### config.mk
export PLATFORM = sky130hd
export DESIGN_NAME = guvm_icache_responder
export DESIGN_NICKNAME = d
export VERILOG_FILES = /design/src/rtl/guvm_icache_responder.sv
export SDC_FILE = /design/constraint.sdc
export NUM_CORES = 1
export LEC_CHECK = 0
export ABC_CLOCK_PERIOD_IN_PS = 7600
export BUFFER_PORTS_ARGS = -buffer_cell sky130_fd_sc_hd__buf_2
export CAP_MARGIN = 20
export CORE_ASPECT_RATIO = 1.2
export CORE_MARGIN = 3
export CORE_UTILIZATION = 45
export DETAILED_ROUTE_END_ITERATION = 16
export MAX_ROUTING_LAYER = met4
export PLACE_DENSITY = 0.63
export SLEW_MARGIN = 10
export SYNTH_ARGS = -nofsm -noshare
export SYNTH_HDL_FRONTEND = slang
export SYNTH_SLANG_ARGS = --single-unit
### constraint.sdc
create_clock -name clk -period 7.6 [get_ports clk]
set_input_delay 0.76 -clock clk [delete_from_list [all_inputs] [get_ports clk]]
set_output_delay 0.76 -clock clk [all_outputs]
set_load 0.02 [all_outputs]
### src/rtl/guvm_icache_responder.sv
// guvm_icache_responder: FIFO-fed instruction fetch responder for the LEON icache output port.
// Optional feature: define GUVM_ICRESP_EXC_INJECT_EN to add exc_inject_i, stored per entry and
// presented on ic_exception_o during that entry's delivery cycle.
module guvm_icache_responder #(
  parameter int          DEPTH    = 8,
  parameter int          LATENCY  = 1,
  parameter logic [31:0] NOP_INST = 32'h01000000
) (
  input  logic                       clk,
  input  logic                       rst,
  input  logic                       inst_valid_i,
  input  logic [31:0]                inst_i,
`ifdef GUVM_ICRESP_EXC_INJECT_EN
  input  logic                       exc_inject_i,
`endif
  output logic                       inst_ready_o,
  input  logic                       fetch_req_i,
  input  logic                       flush_i,
  output logic [31:0]                ic_data_o,
  output logic                       ic_hold_o,
  output logic                       ic_mds_o,
  output logic                       ic_exception_o,
  output logic [$clog2(DEPTH+1)-1:0] fifo_count_o
);
  localparam int PW = $clog2(DEPTH);
  localparam int CW = $clog2(DEPTH + 1);
  localparam int LW = LATENCY > 1 ? $clog2(LATENCY) : 1;
`ifdef GUVM_ICRESP_EXC_INJECT_EN
  localparam int W = 33;
  logic [W-1:0] wr_entry;
  assign wr_entry = {exc_inject_i, inst_i};
`else
  localparam int W = 32;
  logic [W-1:0] wr_entry;
  assign wr_entry = inst_i;
`endif
  typedef enum logic [1:0] {IDLE, WAIT, STALL, DELIVER} state_t;
  state_t        state_q, state_d;
  logic [W-1:0]  mem_q [DEPTH];
  logic [PW-1:0] wr_ptr_q, rd_ptr_q;
  logic [CW-1:0] count_q, count_d;
  logic [LW-1:0] lat_q, lat_d;
  logic [W-1:0]  dlv_q;
  logic          push, pop, non_empty;
  assign non_empty    = count_q != '0;
  assign inst_ready_o = rst && (count_q < CW'(DEPTH));
  assign push         = inst_valid_i && inst_ready_o && !flush_i;
  assign pop          = state_d == DELIVER;
  assign count_d      = count_q + CW'(push) - CW'(pop);
  assign ic_data_o    = dlv_q[31:0];
  assign ic_hold_o    = state_q != DELIVER;
  assign ic_mds_o     = state_q != DELIVER;
  assign fifo_count_o = count_q;
`ifdef GUVM_ICRESP_EXC_INJECT_EN
  assign ic_exception_o = (state_q == DELIVER) && dlv_q[32];
`else
  assign ic_exception_o = 1'b0;
`endif
  // Fetch sequencing: latency countdown, stall on empty FIFO, single-cycle delivery.
  always_comb begin
    state_d = state_q;
    lat_d   = lat_q;
    case (state_q)
      IDLE: begin
        state_d = fetch_req_i ? WAIT : IDLE;
        lat_d   = LW'(LATENCY - 1);
      end
      WAIT: begin
        state_d = lat_q != '0 ? WAIT : (non_empty ? DELIVER : STALL);
        lat_d   = lat_q != '0 ? lat_q - 1'b1 : lat_q;
      end
      STALL: state_d = non_empty ? DELIVER : STALL;
      default: begin
        state_d = fetch_req_i ? WAIT : IDLE;
        lat_d   = LW'(LATENCY - 1);
      end
    endcase
  end
  // State, pointers and the delivered word; the head is captured and popped on entry to DELIVER.
  always_ff @(posedge clk) begin
    if (!rst || flush_i) begin
      state_q  <= IDLE;
      lat_q    <= '0;
      wr_ptr_q <= '0;
      rd_ptr_q <= '0;
      count_q  <= '0;
      dlv_q    <= W'(NOP_INST);
    end else begin
      state_q <= state_d;
      lat_q   <= lat_d;
      count_q <= count_d;
      if (push) wr_ptr_q <= wr_ptr_q + 1'b1;
      if (pop) begin
        rd_ptr_q <= rd_ptr_q + 1'b1;
        dlv_q    <= mem_q[rd_ptr_q];
      end
    end
  end
  // FIFO storage needs no reset; occupancy is tracked by count_q.
  always_ff @(posedge clk) begin
    if (push) mem_q[wr_ptr_q] <= wr_entry;
  end
endmodule

# Word-level counts from Yosys, hierarchy flattened
# Memory sizes are Yosys's and may differ from the RTL's. A register that Yosys moved wholly into a read port is not among the register bits.
# Cells that the tools add are included.
[classes] add_sub_neg=5 magnitude_cmp=1 n_eq_ne=4 mux=8 reduce_logical=7
[ops] op="adder 3 x 1 -> 3 bit, second input constant" count=2
[ops] op="2-to-1 mux 1 bit" count=5
[ops] op="adder 4 x 1 -> 4 bit" count=1
[ops] op="== test 2 bit, second input constant" count=2
[ops] op="less-than comparator 4 bit, second input constant" count=1
[ops] op="case mux 2 bit (2 select lines)" count=1
[ops] op="nonzero test 4 bit" count=1
[ops] op="subtractor 4 x 1 -> 4 bit" count=1
[ops] op="logical AND 1 bit" count=3
[ops] op="== test 2 x 1 -> 1 bit, second input constant" count=1
[ops] op="logical NOT 1 bit" count=2
[ops] op="2-to-1 mux 2 bit" count=1
[ops] op="!= test 2 bit, second input constant" count=1
[ops] op="case mux 1 bit (2 select lines)" count=1
[ops] op="logical OR 1 bit" count=1
[ops] op="subtractor 1 bit, second input constant" count=1
[totals] ff_bits=13 ramBits=256 input_bits=37 out_inout_bits=40 word_cells=31 memories=1
[memory_table] name="mem_q" words=8 word_bits=32 read_ports=1 rd_ports_with_merged_regs=1 wr=1 line="39" text="logic [W-1:0] mem_q [DEPTH];"

# Depth between registers and ports, before layout
# Gate-level depths: netlist of the first run.
[depth] depth_word=6 depth_mapped=13 depth_no_buf=11

# Worst setup path after synthesis of the first run
# OpenSTA, ideal clock, no wires.
[synth_path] path_type="input port to flip-flop" start="input port inst_valid_i" end="memory mem_q[0][0], enable pin" arrival_time_ps=3641 path_slack_ps=3498 cell_stages=4 path_buffers=0 path_cell_list="nor2b_1 nand2_1 or2_1 nor3_1"
[synth_between] elab_chain_len=4
[synth_lines] element="start, declared" line="11" text="input logic inst_valid_i,"
[synth_lines] element="logical AND 1 bit (2 in series)" line="47" text="assign push = inst_valid_i && inst_ready_o && !flush_i;"
[synth_lines] element="2-to-1 mux 1 bit" line="101" text="if (push) mem_q[wr_ptr_q] <= wr_entry;"
[synth_lines] element="2-to-1 mux 1 bit (implied by the code)" line="101"
[synth_lines] element="end, declared" line="39"
# Every way passes these cells.

# Worst setup path after layout of the first run
[layout_path] start="register state_q[0]" end="register count_q[3] (netlist: fifo_count_o[3])"
[layout_between] elab_chain_len=4
[layout_lines] element="start, declared" line="38" text="state_t state_q, state_d;"
[layout_lines] element="start signal, assigned" line="89" text="state_q <= state_d;"
[layout_lines] element="== test 2 bit or == test 2 x 1 -> 1 bit (tied branches)" line="63" text="case (state_q)"
[layout_lines] element="case mux 2 bit (2 select lines) *" line="63"
[layout_lines] element="== test 2 bit *" line="48" text="assign pop = state_d == DELIVER;"
[layout_lines] element="subtractor 4 x 1 -> 4 bit *" line="49" text="assign count_d = count_q + CW'(push) - CW'(pop);"
[layout_lines] element="end signal, assigned" line="91" text="count_q <= count_d;"
[layout_lines] element="end, declared" line="41" text="logic [CW-1:0] count_q, count_d;"
# Every way passes the cells marked *; elsewhere a longest branch is shown, timed or not.
# A chain may end at the register's enable or synchronous reset.

==> results of run 1 <==
-- critical path, delay by kind of cell (launching register included) --
kind / cells / cell delay (ns)
AOI/OAI and AO/OA: 3 / 0.65
adders and majority gates: 3 / 0.89
and+or+nand+nor: 2 / 0.52
DFF: 1 / 0.36
xor gates and xnor gates: 1 / 0.14
buffers and inverters: 2 / 0.12
-- cell type report --
class	instances	share of cell area
multi-input cells	221	0.187
repair buffers	88	0.0441
diodes	2	0.000387
clock buffers	34	0.0584
flip-flops and latches	300	0.663
well taps	320	0.0310
clock inverters	18	0.0129
inverters	10	0.00290
-- worst paths after layout --
kind | endpoint | slack (ns) | depth (start not counted)
setup / recovery | fifo_count_o[3] | 4.82 | 11
hold / removal | state_q[0] | 0.45 | 3
setup reg to reg | fifo_count_o[3] | 4.82 | 11
hold reg to reg | ic_data_o[16] | 0.50 | 2
-- power by group --
group | internal (mW) | switching [mW]
sequential | 1.79 | 0.00273
combinational | 0.0166 | 0.0339
clock | 0.807 | 0.569
total | 2.62 | 0.606
-- synthesized netlist by cell type, types with 2 or more instances --
cell	instances
buf_2	14
mux4_2	64
inv_1	10
mux2i_1	2
clkbuf_1	5
o22ai_1	31
o21ai_0	4
dfxtp_1	44
edfxtp_1	256
buf_4	3
nor3_1	3
xnor2_1	4
nor2_1	48
nand2_1	5
nor2b_1	3
nand3_1	4
a21oi_1	2
ha_1	10
o21ai_1	27
buf_6	6
xor2_1	2
nand2b_1	3
buf_12	2
-- registers in the layout, indices dropped and copies added (netlist names) --
| register | count |
|---|---|
| rd_ptr_q | 3 |
| wr_ptr_q | 3 |
| fifo_count_o | 4 |
| state_q | 2 |
| ic_data_o | 32 |
| mem_q | 256 |
-- logic make-up (layout without fill, tap and decap cells) --
kind of cell               count (synthesis)  in the layout  share of synthesized area
xor gates and xnor gates                   6              6                    0.00470
AOI/OAI and AO/OA                         67             67                     0.0351
buffers and inverters                     40            150                     0.0229
and+or+nand+nor                           70             70                     0.0272
adders and majority gates                 11             11                     0.0130
other                                      1              3                   0.000335
DFF                                      300            300                      0.766
muxes                                     66             66                      0.131
-- metrics by stage --
step	instances	worst slack [ns]	hold slack (ns)	total power, mW
3_3_place_gp	933	4.45	0.474	1.88
5_1_grt	993	4.63	0.479	3.33
3_5_place_dp	933	4.36	0.480	1.88
4_1_cts	985	4.79	0.438	3.25
6_report	993	4.82	0.454	3.22
2_1_floorplan	561	3.50	0.519	1.85
-- metal layers --
metal | up-vias | share of wire
met1 | 2706 | 0.42
met2 | 142 | 0.51
li1 | 2427 | -
met3 | 31 | 0.053
met4 | 0 | 0.019
met5 | - | 0
==> key figures, run 1 <==
Run status
  • Status: completed

Floorplan
  • # IOs: 77
  • Core area: 24,200 um^2
  • Die W: 150 um
  • Die Y-Extent: approximately 180 um
  • Die footprint: ~27,000 um^2
  • Starting Density: 0.462
  • Rows: just over 60

STA
  • Final Hold Vio Count: 0
  • Tmin final: 2.78 ns
  • Fin crit share: 0.365
  • Least-Margin Pin Slew: 0.974 ns
  • Max-slew headroom: 0.350
  • RSZ-0062 raised after global routing: false
  • Final setup vio count: 0
  • Final TNS setup: 0 ns
  • Setup Skew: roughly 0.02 ns
  • Max Fclk: 360 MHz
  • Slew Viols, Final: 0

Synth
  • Mapped cell area: 11,200 um^2
  • Cell variety after synth: 32
  • Async SR Flop Fraction: 0
  • Register bit total from synthesis: 300
  • Post-synth EDFFs: 256
  • Post-synth top area cell: edfxtp_1
  • Yosys warning count: 0
  • Post-synth top flop: edfxtp_1
  • Cells after Synth: 561
  • Top cell type's share of synthesized area: 0.687
  • Post-synthesis sequential area ratio: 0.766
  • Mapped Nets: 609
  • Synth Area per Inst: 19.9 um^2
  • Synth area leaders: edfxtp_1 69%, mux4_2 13%, dfxtp_1 7.9%

Worst setup path
  • WP data required: between 8 and 9 ns
  • Worst r2r src: state_q[0]
  • Max incr delay on CP: 0.47 ns
  • Critical Path Source: state_q[0]
  • Most used cell, CP: ha_1
  • Critical path class: reg2reg
  • WP data arrival: roughly 3.2 ns
  • Slowest cell on the critical path: and2_4
  • Setup crit end kind: flip-flop
  • CP Launch Type: flip-flop
  • CP Cell Sequence: inv_1 -> ha_1 -> o21ba_2 -> and2_4 -> ha_1 -> inv_1 -> ha_1 -> a21o_1 -> a21oi_1 -> xnor2_1 -> nor2_1
  • Max FO, Critical Path: 37

Place
  • Placed cell areas: 11,900 um^2
  • Post-DP HPWL: 11,300 um
  • Placer's final routability congestion estimate: 0.699
  • Port-buffer cells: 75

GRT
  • Vias in the first global route: 5,626
  • Most used routing layer: met2
  • Largest net degree at the start of global routing: 67
  • Met1 Track Usage GR: 0.209
  • GRT Resource Usage Total: 0.164
  • Initial antenna violation count: 2
  • Total grt overflow: 0
  • First-pass GRT wire length: 32,500 um
  • GR Util met3: 0.0240
  • Global Route met2 Usage: 0.278

Layout
  • Final net count: about 700
  • Most frequent cells in the layout: 256 x edfxtp_1, 75 x buf_2, 64 x mux4_2
  • Post-route cell area: about 13,000 um^2
  • Fin util: 0.534
  • Fillcell total: 1,913
  • Synth-to-layout area growth: 15.6%
  • FF/Latch Area: 8570 um^2
  • Area of the multi-input gates: 2420 um^2
  • Layout cells sized above 1: 0.313
  • Commonest non-fill, non-tap cell in the layout: edfxtp_1

Hold path
  • Hold Path Origin: fetch_req_i
  • HP Class: in2reg

Route
  • Drt wl/cell: 20.9 um
  • Routed WL: 20,800 um
  • Post-route ant nets: 0
  • Vias per cell: 5.34
  • Initial drt markers: 401
  • TritonRoute pass-1 iters: 4
  • Post-route DRC violation count: 0
  • Vias: between 5,000 and 6,000

CTS
  • CTS tree: yes
  • PostCTS Resize Cnt: 0
  • Clock Path Buffers: 3
  • CTS Hold Buffers Added: 0
  • Num Clock Sinks: 300
  • H-Tree Depth: 1
  • Post-CTS Setup Bufs: 0
  • Worst skew pair latency: 0.53 ns
  • Root Driver: clkbuf_16
  • TritonCTS Buffers: 28
  • Clock transition at path regs: 0.06 ns

Power
  • Pwr per Cell Area: approximately 250 nW/um^2
  • Max IR drop VDD: 0.154 mV
  • Leak Pwr: 4.25 nW

Run
  • Max cap viols: 0
(Power assumes the default switching activity.)
==> run 2, diff against run 1 <==
--- a/config.mk
+++ b/config.mk
@@ -5,7 +5,8 @@
 export SDC_FILE = /design/constraint.sdc
 export NUM_CORES = 1
 export LEC_CHECK = 0
-export ABC_CLOCK_PERIOD_IN_PS = 7600
+export ABC_AREA = 1
+export ABC_CLOCK_PERIOD_IN_PS = 2640
 export BUFFER_PORTS_ARGS = -buffer_cell sky130_fd_sc_hd__buf_2
 export CAP_MARGIN = 20
 export CORE_ASPECT_RATIO = 1.2
==> constraint.sdc (replaced) <==
create_clock -name clk -period 2.64 [get_ports clk]
set_input_delay 0.264 -clock clk [delete_from_list [all_inputs] [get_ports clk]]
set_output_delay 0.264 -clock clk [all_outputs]
set_load 0.02 [all_outputs]
==> run 2 against run 1 <==
  * Cell area is 14% higher
  * Critical endpoint unchanged
  * Die area grew 13%
  * Sequential cell count stayed put
  * Highest routed layer unchanged
  * Global-route usage up 2.0 points
==> key figures, run 2 <==
Power
  • Leak Pwr: 6.43 nW
  • Clock power share: 0.432
  • Power Internal: 7.65 mW
  • Sw Ratio: 0.190
  • Max IR drop VDD: 0.506 mV
  • Seq pwr share: 0.547
  • Pwr per Cell Area: 640 nW/um^2
  • Psw: 1.79 mW
  • Logic pwr share: 0.021

Route
  • Routed WL: between 20,000 and 30,000 um
  • Post-route DRC violation count: 0
  • Vias: 8,260
  • Post-route ant nets: 0
  • Initial drt markers: 518
  • Vias per cell: about 4.7
  • TritonRoute pass-1 iters: 5
  • Drt wl/cell: 15.4 um

STA
  • Tmin final: 2.22 ns
  • Fin crit share: 0.841
  • Final setup vio count: 0
  • Slew Viols, Final: 0
  • Final Hold Vio Count: 0
  • Max Fclk: 451 MHz
  • Max-slew headroom: 0.471
  • Final Worst Setup Slack: between 0.4 and 0.5 ns
  • Setup Skew: 0.0186 ns
  • Least-Margin Pin Slew: between 0.7 and 0.8 ns
  • Hold slack: ~0.018 ns
  • RSZ-0062 raised after global routing: false
  • Final TNS setup: 0 ns

Synth
  • Post-synth top flop: edfxtp_1
  • Mapped Nets: 1,290
  • Yosys warning count: 0
  • Most numerous cell in the Yosys netlist: nand2_1
  • Post-synthesis sequential area ratio: 0.676
  • Async SR Flop Fraction: 0
  • Commonest cells in the netlist: 296 x nand2_1, 269 x inv_1, 256 x edfxtp_1
  • Synth Area per Inst: a little over 10 um^2
  • Top cell type's share of synthesized area: 0.606
  • Post-synth top area cell: edfxtp_1
  • Mapped cell area: about 13,000 um^2
  • Synth area leaders: edfxtp_1 61%, nand2_1 8.8%, inv_1 8.0%
  • Register bit total from synthesis: 300
  • Cell variety after synth: 26
  • Cells after Synth: 1,242
  • Post-synth EDFFs: approximately 260

Floorplan
  • Die footprint: 30,200 um^2
  • Starting Density: 0.462
  • # IOs: 77
  • Die W: about 160 um
  • Core area: ~27,000 um^2
  • Rows: 66
  • Die Y-Extent: 190 um

CTS
  • Clock Path Buffers: 3
  • CTS tree: yes
  • H-Tree Depth: 1
  • Worst skew pair latency: 0.55 ns
  • Num Clock Sinks: 300
  • TritonCTS Buffers: 30
  • Clock transition at path regs: 0.06 ns
  • Root Driver: clkbuf_16

Worst setup path
  • Critical path class: reg2reg
  • Delay-heaviest family, CP: adder cells
  • Setup crit end kind: flip-flop
  • Slowest cell on the critical path: dfxtp_1
  • WP data required: 3.09 ns
  • Max incr delay on CP: 0.36 ns
  • Buf+Inv Stages, Crit Path: 4
  • WP data arrival: 2.67 ns
  • Most used cell, CP: inv_1
  • Max FO, Critical Path: 3
  • CP Launch Type: flip-flop
  • CP Cell Sequence: inv_1 -> ha_1 -> inv_1 -> o21ai_1 -> nor2_4 -> ha_1 -> inv_1 -> ha_1 -> nand2_1 -> inv_1 -> o21ai_0 -> nand3_1 -> nand2_1 -> nor2_1

Layout
  • Most frequent cells in the layout: 296 x nand2_1, 269 x inv_1, 256 x edfxtp_1
  • Diodes inserted: 0
  • Commonest non-fill, non-tap cell in the layout: nand2_1
  • Fin util: 0.538
  • Synth-to-layout area growth: 16.3%
  • Max FFs per register: 256
  • Final net count: 1,392
  • Layout cells sized above 1: 0.118
  • Largest Register: mem_q
  • Non-filler cells, final: 1,742

Place
  • Place WS: ~0.41 ns
  • Placer's final routability congestion estimate: ~0.72
  • Port-buffer cells: 75
  • Post-DP HPWL: ~15,000 um
  • Placed cells: 1,660

GRT
  • Largest net degree at the start of global routing: 72
  • Total grt overflow: 0
  • First-pass GRT wire length: about 43,000 um
  • Vias in the first global route: 8,105
  • Initial antenna violation count: 0
  • GRT Resource Usage Total: 0.183

Hold path
  • HP Class: in2reg

Run
  • Max cap viols: 0

Run status
  • Status: completed
## run 2: layout make-up
cell class,instances,area [um^2]
fill,2371,12700
sequential,300,8570
multi-input combinational,608,2820
inverter,274,1030
clock buffer,50,907
timing repair buffer,130,891
tap,374,468
clock inverter,6,55.1
## run 2: per-layer routing
layer	up-vias	track usage	routed length, um
met4	0	0.0492	470
li1	4174	-	-
met2	168	0.327	13600
met3	40	0.0250	1170
met5	-	-	0
met1	3878	0.220	11500
## run 2: power groups by stage
stage / clock [mW] / combinational, mW / sequential, mW
3_3_place_gp: 0 / 0.163 / 5.26
6_report: 4.08 / 0.198 / 5.16
2_1_floorplan: 0 / 0.0651 / 5.27
5_1_grt: 4.39 / 0.224 / 5.16
3_5_place_dp: 0 / 0.168 / 5.26
4_1_cts: 4.16 / 0.200 / 5.16
## run 2: logic make-up after synthesis
family | count (synthesis) | share of synthesized area
buffers and inverters | 334 | 0.107
other | 1 | 0.000296
adders and majority gates | 11 | 0.0114
AOI/OAI and AO/OA | 80 | 0.0320
DFF | 300 | 0.676
and+or+nand+nor | 515 | 0.173
xor gates and xnor gates | 1 | 0.000691
## run 2: repair_timing
| action | in CTS | in global routing |
|---|---|---|
| endpoints found under the hold margin | 191 | 0 |
| setup buffers | 0 | 0 |
| gates resized for setup | 0 | 0 |
| hold buffers | 26 | 0 |
## run 2: per-stage QoR
step	total power, mW	cell area [um^2]
after floorplan	5.33	12700
after global placement	5.43	13500
after detailed placement	5.43	13500
after CTS	9.52	14700
after global routing	9.78	14700
final	9.44	14700
## run 2: path summary, 6_finish.rpt
| path | slack (ns) | cells past startpoint | startpoint | endpoint |
|---|---|---|---|---|
| min | 0.02 | 1 | inst_i[8] | mem_q[2][8] |
| max reg2reg | 0.42 | 14 | state_q[0] | fifo_count_o[3] |
| min reg2reg | 0.50 | 2 | ic_data_o[24] | ic_data_o[24] |
| max | 0.42 | 14 | state_q[0] | fifo_count_o[3] |
## run 2: worst register-to-register path, delay by kind of cell (launching register included)
family                   cells  cell delay [ns]
AO/OA/AOI/OAI                2             0.35
flip-flops                   1             0.36
buffers and inverters        4             0.23
AND/OR/NAND/NOR              5             0.43
adder cells (fa/ha/maj)      3             0.75
==> run 3, diff against run 2 <==
--- a/config.mk
+++ b/config.mk
@@ -6,7 +6,7 @@
 export NUM_CORES = 1
 export LEC_CHECK = 0
 export ABC_AREA = 1
-export ABC_CLOCK_PERIOD_IN_PS = 2640
+export ABC_CLOCK_PERIOD_IN_PS = 2100
 export BUFFER_PORTS_ARGS = -buffer_cell sky130_fd_sc_hd__buf_2
 export CAP_MARGIN = 20
 export CORE_ASPECT_RATIO = 1.2
==> constraint.sdc (replaced) <==
create_clock -name clk -period 2.1 [get_ports clk]
set_input_delay 0.21 -clock clk [delete_from_list [all_inputs] [get_ports clk]]
set_output_delay 0.21 -clock clk [all_outputs]
set_load 0.02 [all_outputs]
==> run 3 against run 2 <==
  * Hold slack improved by 0.070 ns
  * Cell area rose by 1.8%
  * Sequential cell count did not move
  * Combinational power rose by 35%
  * Via count rose by 1.5%
  * Final cell count rose by 0.52%
  * Worst setup slack got worse by 0.30 ns
  * Critical path depth fell by 3
  * Power rose by 24%
  * Highest routed layer unchanged
==> key figures, run 3 (synthesis results as in run 2) <==
Run status
  • Status: completed

GRT
  • GRT Resource Usage Total: 0.189
  • First-pass GRT wire length: 44,400 um
  • GR Util met3: 0.0270
  • Total grt overflow: 0
  • Vias in the first global route: 8,417
  • Initial antenna violation count: 1
  • Met1 Track Usage GR: 0.234
  • Largest net degree at the start of global routing: between 60 and 70
  • Global Route met2 Usage: 0.329
  • Most used routing layer: met2

Power
  • Pwr per Cell Area: 780 nW/um^2
  • Leak Pwr: 6.51 nW
  • Max IR drop VDD: 0.576 mV

Layout
  • Final net count: 1,401
  • Synth-to-layout area growth: 18.5%
  • Max FFs per register: 256
  • Largest Register: mem_q
  • Most frequent cells in the layout: 295 x nand2_1, 265 x inv_1, 256 x edfxtp_1
  • Commonest non-fill, non-tap cell in the layout: nand2_1
  • Layout cells sized above 1: 0.134
  • Fillcell total: 2,353

Place
  • Post-DP HPWL: 15,300 um
  • Port-buffer cells: 75
  • Placer's final routability congestion estimate: 0.767

Route
  • Vias: 8,385
  • Post-route DRC violation count: 0
  • Initial drt markers: 461
  • TritonRoute pass-1 iters: 5
  • Post-route ant nets: 0
  • Drt wl/cell: 15.6 um
  • Vias per cell: 4.79
  • Routed WL: between 20,000 and 30,000 um

STA
  • Fin crit share: 0.943
  • Setup Skew: 0.0153 ns
  • RSZ-0062 raised after global routing: false
  • Tmin final: 1.98 ns
  • Max Fclk: 505 MHz
  • Hold slack: roughly 0.087 ns
  • Final Hold Vio Count: 0
  • Least-Margin Pin Slew: 0.657 ns
  • Final setup vio count: 0
  • Slew Viols, Final: 0
  • Final TNS setup: 0 ns
  • Max-slew headroom: 0.562

Floorplan
  • Die Y-Extent: 190 um
  • # IOs: 77
  • Rows: 66
  • Die footprint: 30,200 um^2
  • Core area: about 27,000 um^2
  • Starting Density: 0.462
  • Die W: 159 um

CTS
  • Num Clock Sinks: 300
  • TritonCTS Buffers: 29
  • Root Driver: clkbuf_16
  • Clock transition at path regs: ~0.06 ns
  • Post-CTS Setup Bufs: 0
  • Clock Path Buffers: 3
  • Worst skew pair latency: 0.54 ns
  • CTS tree: yes
  • H-Tree Depth: 1

Worst setup path
  • Max incr delay on CP: 0.51 ns
  • WP data required: 2.54 ns
  • Critical path class: reg2reg
  • CP Launch Type: flip-flop
  • Slowest cell on the critical path: fa_2
  • CP Cell Sequence: inv_2 -> ha_4 -> inv_2 -> o21ai_2 -> nor2_4 -> ha_4 -> inv_1 -> ha_2 -> inv_1 -> fa_2 -> nor2_1
  • Max FO, Critical Path: 3
  • Delay-heaviest family, CP: adder cells
  • Setup crit end kind: flip-flop
  • WP data arrival: 2.42 ns
  • Buf+Inv Stages, Crit Path: 4

Run
  • Max cap viols: 0

Hold path
  • HP Class: in2reg
-- run 3: changes by cell type in the layout (fill, tap and decap cells not counted), moves of 4 or more --
cell / before / now
inv_2: 3 / 7
clkbuf_1: 13 / 7
dfxtp_2: 1 / 5
ha_1: 10 / 6
dfxtp_1: 42 / 36
buf_12: 3 / 15
buf_4: 26 / 17
inv_1: 269 / 265
dlygate4sd3_1: 26 / 33
-- run 3: layer usage --
| metal | part of all wire | vias up |
|---|---|---|
| li1 | - | 4203 |
| met1 | 0.43 | 3969 |
| met2 | 0.50 | 176 |
| met3 | 0.048 | 37 |
| met4 | 0.017 | 0 |
| met5 | 0 | - |
-- run 3: layout make-up --
type	count	area (um^2)	area share
flip-flops and latches	300	8590	0.572
multi-input cells	608	2880	0.192
repair buffers	140	1130	0.0755
inverters	274	1030	0.0687
clock buffers	44	862	0.0574
well taps	374	468	0.0312
clock inverters	10	55.1	0.00367
diodes	1	2.50	0.000167
-- run 3: path summary, 6_finish.rpt --
| path | start | endpoint | slack (ns) | cells past startpoint |
|---|---|---|---|---|
| setup reg to reg | state_q[0] | fifo_count_o[1] | 0.12 | 11 |
| hold / removal | flush_i | fifo_count_o[1] | 0.09 | 5 |
| hold reg to reg | ic_data_o[24] | ic_data_o[24] | 0.50 | 2 |
| setup / recovery | state_q[0] | fifo_count_o[1] | 0.12 | 11 |
-- run 3: stage by stage --
stage	instances	total power, mW	cell area, um^2	util	setup slack, ns
global route	1751	12.1	15000	0.548	0.0220
CTS	1750	11.8	15000	0.548	0.0918
detailed placement	1663	6.83	13800	0.502	0.108
floorplan	1242	6.71	12800	-	-0.469
finish	1751	11.7	15000	0.548	0.119
global placement	1663	6.83	13800	0.502	0.144
-- run 3: power by group --
group          total, mW  leakage, nW  switching [mW]  internal, mW
clock               4.97        0.450            2.14          2.82
combinational      0.267         3.39           0.161         0.106
sequential          6.49         2.67         0.00871          6.48
-- run 3: what timing repair did --
item,CTS,global route
setup endpoints to repair,0,3
gates resized for setup,0,2
hold buffers,33,0
endpoints found under the hold margin,257,0
-- run 3: worst register-to-register path: stages (launching register included) --
cell and delay, ns:
dfxtp_2 0.35, inv_2 0.05, ha_4 0.21, inv_2 0.06, o21ai_2 0.07, nor2_4 0.12
ha_4 0.21, inv_1 0.05, ha_2 0.16, inv_1 0.05, fa_2 0.51, nor2_1 0.04
